==> src/rtl/huff_decoder.sv <==
// huff_decoder: captures a Huffman code map from the encoder's phase-flagged
// bus, then decodes an MSB-first serial bitstream into symbols at one bit/cycle.
module huff_decoder #(
  parameter int bit_width = 7,
  parameter int max_syms  = 16
) (
  input  logic                   clock,
  input  logic                   reset,
  input  logic [2*bit_width+2:0] map_in,
  input  logic                   data_recv,
  input  logic                   code_map_recv,
  input  logic                   bit_in,
  input  logic                   bit_valid,
  output logic                   bit_ready,
  output logic [bit_width:0]     sym_out,
  output logic                   sym_valid,
  output logic                   map_ready,
  output logic [7:0]             num_syms,
  output logic                   err
);
  localparam int CW = 2 * bit_width + 3;
  localparam int SW = bit_width + 1;
  localparam int AW = (max_syms > 1) ? $clog2(max_syms) : 1;
  localparam int IW = $clog2(max_syms + 1);
  localparam int LW = $clog2(CW + 1);

  localparam logic [1:0] PH_CODE = 2'b01;
  localparam logic [1:0] PH_LEN  = 2'b10;
  localparam logic [1:0] PH_SYM  = 2'b11;

  typedef enum logic [2:0] {IDLE, LOAD_LEN, LOAD_CODE, LOAD_SYM, DECODE} state_t;
  state_t state_reg, state_next;

  logic [7:0]    len_mem  [max_syms];
  logic [CW-1:0] code_mem [max_syms];
  logic [SW-1:0] sym_mem  [max_syms];

  logic [IW-1:0] idx_reg, idx_next;
  logic [IW-1:0] n_reg, n_next;
  logic [CW-2:0] acc_reg;
  logic [LW-1:0] acc_len_reg;

  logic [1:0]    phase;
  logic [AW-1:0] wr_addr;
  logic start_map, len_we, code_we, sym_we, len_over, abort, load_done, take_bit;

  assign phase     = {data_recv, code_map_recv};
  assign bit_ready = (state_reg == DECODE);

  always_comb begin
    state_next = state_reg;
    idx_next   = idx_reg;
    n_next     = n_reg;
    wr_addr    = AW'(idx_reg);
    start_map  = 1'b0;
    len_we     = 1'b0;
    code_we    = 1'b0;
    sym_we     = 1'b0;
    len_over   = 1'b0;
    abort      = 1'b0;
    load_done  = 1'b0;
    take_bit   = 1'b0;
    case (state_reg)
      IDLE, DECODE: begin
        // A new length word always wins over any bit offered in DECODE.
        if (phase == PH_LEN) begin
          start_map  = 1'b1;
          len_we     = 1'b1;
          wr_addr    = '0;
          idx_next   = IW'(1);
          state_next = LOAD_LEN;
        end else if (state_reg == DECODE) begin
          take_bit = bit_valid;
        end
      end
      LOAD_LEN: begin
        case (phase)
          PH_LEN: begin
            if (idx_reg < IW'(max_syms)) begin
              len_we   = 1'b1;
              idx_next = idx_reg + IW'(1);
            end else begin
              len_over = 1'b1;
            end
          end
          PH_CODE: begin
            n_next     = idx_reg;
            code_we    = 1'b1;
            wr_addr    = '0;
            idx_next   = IW'(1);
            state_next = LOAD_CODE;
          end
          default: abort = 1'b1;
        endcase
      end
      LOAD_CODE: begin
        case (phase)
          PH_CODE: begin
            if (idx_reg < IW'(max_syms)) begin
              code_we  = 1'b1;
              idx_next = idx_reg + IW'(1);
            end
          end
          PH_SYM: begin
            sym_we     = 1'b1;
            wr_addr    = '0;
            idx_next   = IW'(1);
            load_done  = (n_reg == IW'(1));
            state_next = load_done ? DECODE : LOAD_SYM;
          end
          default: abort = 1'b1;
        endcase
      end
      LOAD_SYM: begin
        if (phase == PH_SYM) begin
          sym_we    = 1'b1;
          idx_next  = idx_reg + IW'(1);
          load_done = (idx_next == n_reg);
          if (load_done) state_next = DECODE;
        end else begin
          abort = 1'b1;
        end
      end
      default: state_next = IDLE;
    endcase
    if (abort) state_next = IDLE;
  end

  // Table storage carries no reset; its contents are only trusted once map_ready.
  always_ff @(posedge clock) begin
    if (len_we)  len_mem[wr_addr]  <= map_in[7:0];
    if (code_we) code_mem[wr_addr] <= map_in;
    if (sym_we)  sym_mem[wr_addr]  <= map_in[bit_width:0];
  end

  logic [CW-1:0]       cand, cand_mask;
  logic [LW-1:0]       cand_len;
  logic [max_syms-1:0] hit;
  logic [SW-1:0]       hit_sym, dec_sym;
  logic                dec_hit;

  assign cand      = {acc_reg, bit_in};
  assign cand_len  = acc_len_reg + LW'(1);
  assign cand_mask = ~({CW{1'b1}} << cand_len);

  for (genvar gi = 0; gi < max_syms; gi++) begin : g_match
    assign hit[gi] = (IW'(gi) < n_reg) && (len_mem[gi] != 8'd0) &&
                     (len_mem[gi] == 8'(cand_len)) &&
                     (((code_mem[gi] ^ cand) & cand_mask) == '0);
  end

  // Descending scan so the lowest matching index is the one left standing.
  always_comb begin
    hit_sym = '0;
    for (int i = max_syms - 1; i >= 0; i--) begin
      if (hit[i]) hit_sym = sym_mem[i];
    end
  end

  assign dec_hit = (n_reg == IW'(1)) || (|hit);
  assign dec_sym = (n_reg == IW'(1)) ? sym_mem[0] : hit_sym;

  always_ff @(posedge clock or posedge reset) begin
    if (reset) begin
      state_reg   <= IDLE;
      idx_reg     <= '0;
      n_reg       <= '0;
      acc_reg     <= '0;
      acc_len_reg <= '0;
      sym_out     <= '0;
      sym_valid   <= 1'b0;
      map_ready   <= 1'b0;
      num_syms    <= 8'd0;
      err         <= 1'b0;
    end else begin
      state_reg <= state_next;
      idx_reg   <= idx_next;
      n_reg     <= n_next;
      sym_valid <= 1'b0;
      if (start_map) begin
        err         <= 1'b0;
        map_ready   <= 1'b0;
        acc_reg     <= '0;
        acc_len_reg <= '0;
      end
      if (len_over) err <= 1'b1;
      if (abort) begin
        err       <= 1'b1;
        map_ready <= 1'b0;
      end
      if (load_done) begin
        map_ready <= 1'b1;
        num_syms  <= 8'(n_reg);
      end
      if (take_bit) begin
        if (dec_hit) begin
          sym_out     <= dec_sym;
          sym_valid   <= 1'b1;
          acc_reg     <= '0;
          acc_len_reg <= '0;
        end else if (cand_len == LW'(CW)) begin
          err         <= 1'b1;
          acc_reg     <= '0;
          acc_len_reg <= '0;
        end else begin
          acc_reg     <= cand[CW-2:0];
          acc_len_reg <= cand_len;
        end
      end
    end
  end
endmodule

==> config.mk <==
export PLATFORM = sky130hd
export DESIGN_NAME = huff_decoder
export DESIGN_NICKNAME = d
export VERILOG_FILES = /design/src/rtl/huff_decoder.sv
export SDC_FILE = /design/constraint.sdc
export NUM_CORES = 1
export LEC_CHECK = 0
export CORE_MARGIN = 2
export CORE_UTILIZATION = 58
export CTS_CLUSTER_DIAMETER = 120
export DETAILED_ROUTE_END_ITERATION = 6
export DONT_BUFFER_PORTS = 1
export PLACE_DENSITY = 0.76
export SYNTH_ARGS = -nofsm -noshare
export SYNTH_HDL_FRONTEND = slang
export SYNTH_SLANG_ARGS = --single-unit
==> constraint.sdc <==
create_clock -name clock -period 4 [get_ports clock]
set_input_delay 0.8 -clock clock [delete_from_list [all_inputs] [get_ports clock]]
set_output_delay 0.8 -clock clock [all_outputs]
set_load 0.01 [all_outputs]
==> results by group, run 1 <==
Final layout
  – Layout cells sized above 1: 20.9%
  – Commonest cells after routing, fill and taps aside: edfxtp_1, buf_4, xor2_1
  – Ant. Diodes: 0
  – Biggest register: code_mem
  – Fin nets: 2339
  – P&R area growth vs syn: 19.1%
  – Biggest regs: code_mem: 272 flops, len_mem: 128 flops, sym_mem: 128 flops
  – Final instance count without filler cells: 2955
  – Max reg flops: 272
  – Most common cell after layout, fill and taps aside: edfxtp_1

Die
  – Rows: 78
  – Die area: 48000 um2
  – Die Ht: 219 um
  – I/O Pins: 43
  – Die width: 219 um
  – Floorplan Core Area: 45600 um2
  – Initial Util: 58.9%

STA
  – Worst slew pin tran: 1.00 ns
  – Slew Limit Fails: 0
  – Fin crit share: 102%
  – Setup Skew: 0.0397 ns
  – FMAX: 244 MHz
  – Final Hold Fails: 0
  – Slew margin rel.: 33.3%
  – RSZ-0062 raised after global routing: yes
  – Fin crit period: 4.10 ns
  – Hold Slack: 0.231 ns
  – Final worst setup slack: -0.0958 ns
  – Final setup violation count: 26

Worst hold path
  – Hold path cells: 0
  – Worst Hold End: code_mem[12][10]$_DFFE_PP_
  – Min-delay worst type: in2reg
  – Hold Crit Start: map_in[10]

CTS
  – H-Tree Depth: 2
  – Root buffer cell: clkbuf_16
  – Post-cts hold buffer count: 0
  – CTS tree: built
  – TritonCTS buffer count: 59
  – Reg clk slew, reported paths: 0.07 ns
  – Clock Path Buffers: 3
  – Clock sink count: 578
  – Worst-Skew Late Latency: 0.66 ns

Outcome
  – Failing checks: setup timing
  – Status: finished with violations

Flow run
  – Max-cap check violation count: 0

Critical path
  – Critical Path RT: 4.54 ns
  – Critical Path AT: 4.64 ns
  – Startpoint Class: flip-flop
  – Crit. End Element: flip-flop
  – Crit Path Max Fanout: 6
  – CP Class: reg2reg
  – Cell depth of the worst flop-to-flop path: 16
  – Setup slack, reg-to-reg: -0.1 ns
  – Reg-to-reg startpoint: acc_len_reg[1]$_DFFE_PP0P_
  – R2r endpoint: sym_out[7]$_DFFE_PP0P_

Logic synthesis
  – Ys flop type: edfxtp_1
  – Cell count after synthesis: 2060
  – Ys async rst share: 8.65%
  – Mapped cell area: 26800 um2
  – #FFs+latches synth: 578
  – Register area share after synthesis: 63.7%
  – Yosys Warn Count: 0
  – Top-area cell type share of the netlist area: 59.1%
  – Number of synthesized flops with an enable pin: 528
  – Most area-consuming cells after synthesis: edfxtp_1, xor2_1, dfrtp_1
  – Synth area leader: edfxtp_1
  – Syn_area_per_cell: 13.0 um2
  – Synth unique cells: 97

Routing
  – Routed length per instance: 32.3 um
  – DRT antenna net count: 0
  – Routed wire length: 95.5 mm
  – Vias per cell: 6.81
  – TritonRoute pass-1 iters: 6
  – Vias: 20100
  – DRC violations left: 0
  – Starting DRT DRC Count: 3124

Global routing
  – Initial antenna violation count: 5
  – Gr ovfl total: 0
  – Via count of the first global-routing pass: 19300
  – Total global-route track usage: 40.4%
  – Largest net degree at the start of global routing: 49
  – First-pass GRT wire length: 136 mm

Placed design
  – Final GP Congestion: 0.996
  – Port Buffers: 0
  – Dpl hpwl: 64.0 mm
  – Placed insts: 2821

Power and ir drop
  – LEAKAGE: 11.4 nW
  – Cell Pwr Density: 479 nW/um2
  – VDD IR-drop max: 563 uV
synthesized netlist by cell type (24+ instances only):
library cell  instances
o211ai_1             25
buf_2                54
dfrtp_1              50
a21oi_1              87
a22o_1               24
xnor2_1             135
o22ai_1              29
o21ai_0              78
clkbuf_1             43
nand2_1             119
edfxtp_1            528
xor2_1              184
nand3_1              48
nor4_1               33
nor2_1              157
nor3_1               40
power breakdown:
group	switching, mW	internal, mW	total, mW	leakage [nW]
combinational	1.64	0.954	2.59	5.03
sequential	0.245	6.82	7.07	5.43
clock	2.44	3.23	5.67	0.958
total	4.33	11.0	15.3	11.4
worst max-delay path, stage by stage, from the launching register on:
cell and delay (ns):
dfrtp_1 0.36, ha_2 0.20, inv_2 0.05, ha_4 0.28, buf_8 0.13, nor2b_4 0.05
a222oi_1 0.52, nand4_1 0.32, or4_4 0.57, nor4_4 0.22, buf_4 0.19, o211ai_1 0.09
a21o_1 0.21, a2111oi_4 0.41, o31a_1 0.17, nor2_1 0.05, o31ai_2 0.16
kinds of logic after synthesis:
logic type,synth area share [%]
compound gates,11.5
other cells,0.0140
flops,63.7
xor+xnor,10.7
buf+inv,2.42
simple gates,10.1
mux,1.06
fa+ha+maj,0.541
area by class of cell:
class / instances / area (um2)
repair buffers: 300 / 2600
clock buffers: 74 / 1560
well taps: 600 / 751
fillers: 3220 / 13600
inverters: 23 / 87.6
multi-input cells: 1344 / 9480
flip-flops and latches: 578 / 17100
clock inverters: 36 / 389
worst max-delay path by stage:
stage	startpoint	endpoint	slack (ns)	cells past startpoint
global placement	acc_len_reg[1]$_DFFE_PP0P_	sym_out[1]$_DFFE_PP0P_	-0.47	17
floorplan	acc_len_reg[0]$_DFFE_PP0P_	sym_out[7]$_DFFE_PP0P_	0.25	16
global route	acc_len_reg[1]$_DFFE_PP0P_	sym_out[0]$_DFFE_PP0P_	-0.15	18
CTS	acc_len_reg[1]$_DFFE_PP0P_	sym_out[7]$_DFFE_PP0P_	-0.009	16
detailed placement	acc_len_reg[0]$_DFFE_PP0P_	sym_out[5]$_DFFE_PP0P_	-0.46	17
finish	acc_len_reg[1]$_DFFE_PP0P_	sym_out[7]$_DFFE_PP0P_	-0.1	16
what timing repair did:
item	in CTS	in global routing
pin swaps	13	14
setup buffers	16	6
resized for setup	50	32
gates cloned	2	1
setup endpoints to repair	31	29
stage by stage:
step	setup WS, ns	instance area, um2	total power, mW	TNS (ns)	util, %
global route	-0.152	32000	15.7	-2.76	70.2
finish	-0.0958	32000	15.3	-1.53	70.2
global placement	-0.473	29400	9.47	-13.60	64.5
detailed placement	-0.464	29400	9.50	-12.66	64.5
CTS	-0.00949	31800	15.2	-0.00949	69.7
floorplan	0.247	26900	8.46	0	-
layer usage:
layer  part of all wire, %  wire length [um]  GRT usage (%)
met1                    38             36200           56.1
met2                    43             41400           60.2
met3                    13             12000           9.55
met4                   6.1              5830           19.4
met5                 0.015                14              0
Note: power is estimated with default switching activity, not from simulation.
==> run 2: changes to the inputs <==
--- a/config.mk
+++ b/config.mk
@@ -11,6 +11,7 @@
 export DETAILED_ROUTE_END_ITERATION = 6
 export DONT_BUFFER_PORTS = 1
 export PLACE_DENSITY = 0.76
+export SKIP_CTS_REPAIR_TIMING = 1
 export SYNTH_ARGS = -nofsm -noshare
 export SYNTH_HDL_FRONTEND = slang
 export SYNTH_SLANG_ARGS = --single-unit
==> results by group, run 2 (synthesis gave the netlist of run 1 again) <==
Outcome
  – Status: finished with violations (unchanged)
  – Failing checks: setup timing (unchanged)

Routing
  – Vias: 20000 (was 20100)
  – Starting DRT DRC Count: 2762 (was 3124)
  – Routed length per instance: 32.3 um (about the same)
  – TritonRoute pass-1 iters: 6 (unchanged)
  – DRT antenna net count: 0 (unchanged)
  – DRC violations left: 0 (unchanged)
  – Routed wire length: 95.3 mm (was 95.5 mm)
  – Vias per cell: 6.75 (was 6.81)

Power and ir drop
  – LEAKAGE: 11.4 nW (about the same)
  – Pwr Total: 15.4 mW (was 15.3 mW)
  – Cell Pwr Density: 481 nW/um2 (was 479 nW/um2)
  – VDD IR-drop max: 563 uV (about the same)

STA
  – Fin crit share: 103% (was 102%)
  – Setup Skew: 0.0372 ns (was 0.0397 ns)
  – Slew margin rel.: 32.1% (was 33.3%)
  – RSZ-0062 raised after global routing: yes (unchanged)
  – Fin crit period: 4.13 ns (was 4.10 ns)
  – Final worst setup slack: -0.132 ns (was -0.0958 ns)
  – Worst slew pin tran: 1.02 ns (was 1.00 ns)
  – Final setup violation count: 26 (unchanged)
  – FMAX: 242 MHz (was 244 MHz)
  – Final Hold Fails: 0 (unchanged)
  – Slew Limit Fails: 0 (unchanged)
  – TNS Setup: -2.62 ns (was -1.53 ns)

Final layout
  – Max reg flops: 272 (unchanged)
  – Biggest register: code_mem (unchanged)
  – Commonest cells after routing, fill and taps aside: edfxtp_1, buf_4, xor2_1 (unchanged)
  – Biggest regs: code_mem: 272 flops, len_mem: 128 flops, sym_mem: 128 flops (unchanged)
  – Fin nets: 2338 (was 2339)
  – P&R area growth vs syn: 19.0% (was 19.1%)
  – Ant. Diodes: 0 (unchanged)
  – Most common cell after layout, fill and taps aside: edfxtp_1 (unchanged)
  – Layout cells sized above 1: 20.9% (about the same)

Worst hold path
  – Min-delay worst type: in2reg (unchanged)

Die
  – Die width: 219 um (unchanged)
  – Die area: 48000 um2 (unchanged)
  – Rows: 78 (unchanged)
  – Floorplan Core Area: 45600 um2 (unchanged)
  – I/O Pins: 43 (unchanged)
  – Initial Util: 58.9% (unchanged)
  – Die Ht: 219 um (unchanged)

Global routing
  – Total global-route track usage: 40.0% (was 40.4%)
  – Initial antenna violation count: 4 (was 5)
  – Gr ovfl total: 0 (unchanged)
  – First-pass GRT wire length: 135 mm (was 136 mm)
  – Via count of the first global-routing pass: 19100 (was 19300)
  – Largest net degree at the start of global routing: 49 (unchanged)

Critical path
  – Critical path's slowest cell: or4_4 (unchanged)
  – Critical Path AT: 4.67 ns (was 4.64 ns)
  – CP Class: reg2reg (unchanged)
  – Critical Path RT: 4.54 ns (about the same)
  – Crit Path Max Fanout: 7 (was 6)
  – Startpoint Class: flip-flop (unchanged)
  – Critical Path Max Stage Delay: 0.60 ns (was 0.57 ns)
  – Crit-path cells: ha_2, inv_2, ha_4, buf_8, nor2b_4, a222oi_1, nand4_1, or4_4, nor4_4, buf_4, o211ai_1, a21o_1, a2111oi_4, o31a_1, nor2_1, o31ai_2 (unchanged)
  – Crit. End Element: flip-flop (unchanged)

CTS
  – TritonCTS buffer count: 59 (unchanged)
  – CTS tree: built (unchanged)
  – Clock Path Buffers: 3 (unchanged)
  – Worst-Skew Late Latency: 0.66 ns (about the same)
  – Clock sink count: 578 (unchanged)
  – Reg clk slew, reported paths: 0.07 ns (about the same)
  – Root buffer cell: clkbuf_16 (unchanged)
  – H-Tree Depth: 2 (unchanged)

Placed design
  – Final GP Congestion: 0.996 (unchanged)
  – Port Buffers: 0 (unchanged)
  – Worst slack, placed: -0.464 ns (unchanged)
  – Dpl hpwl: 64.0 mm (unchanged)

Flow run
  – Max-cap check violation count: 0 (unchanged)
[run 2: cell count changes in the layout (fill, tap and decap cells not counted), sizes merged]
cell / before / now
clkbuf: 75 / 77
clkinv: 25 / 24
clkinvlp: 3 / 4
bufbuf: 1 / 0
buf: 298 / 296
[run 2: stage by stage]
step                hold WS [ns]  cell area (um2)  instances  utilization [%]
floorplan                  0.511            26900       2062                -
global placement           0.560            29400       2821             64.5
detailed placement         0.571            29400       2821             64.5
CTS                        0.214            31300       2931             68.8
global route               0.217            31900       2954             70.1
finish                     0.237            31900       2954             70.1
[run 2: layout make-up]
cell class / instances / area, um2
Clock buffer: 74 / 1560
Clock inverter: 36 / 389
Fill cell: 3236 / 13600
Inverter: 23 / 90.1
Multi-Input combinational cell: 1344 / 9480
Sequential cell: 578 / 17100
Tap cell: 600 / 751
Timing Repair Buffer: 299 / 2550
[run 2: final timing paths]
path | startpoint | depth (start not counted) | end | slack, ns
max in group asynchronous | reset | 2 | acc_reg[15]$_DFFE_PP0P_ | 2.93
hold reg to reg | num_syms[4]$_DFFE_PP0P_ | 1 | num_syms[4]$_DFFE_PP0P_ | 0.58
setup / recovery | acc_len_reg[1]$_DFFE_PP0P_ | 16 | sym_out[7]$_DFFE_PP0P_ | -0.13
hold / removal | map_in[10] | 0 | code_mem[12][10]$_DFFE_PP_ | 0.24
setup reg to reg | acc_len_reg[1]$_DFFE_PP0P_ | 16 | sym_out[7]$_DFFE_PP0P_ | -0.13
min in group asynchronous | reset | 1 | sym_valid$_DFF_PP0_ | 0.27
[run 2: routing by layer]
layer  wire length, um  share of wire, %  track usage, %  vias to the layer above
li1                  -                 -               -                     8276
met1             35800                38            55.0                     9818
met2             41700                44            59.5                     1526
met3             12300                13            10.5                      333
met4              5520               5.8            19.0                        0
met5                 0                 0               0                        -
[run 2: worst max-delay path: cells and delay by family (launching register included)]
| kind | cells | cell delay [ns] |
|---|---|---|
| compound gates | 6 | 1.55 |
| simple gates | 5 | 1.24 |
| fa+ha+maj | 2 | 0.47 |
| buf+inv | 3 | 0.39 |
| flops | 1 | 0.36 |
[run 2: where the power goes]
group          total, mW  internal, mW  switching (mW)
combinational       2.65         0.991            1.66
sequential          7.06          6.82           0.240
clock               5.65          3.23            2.42
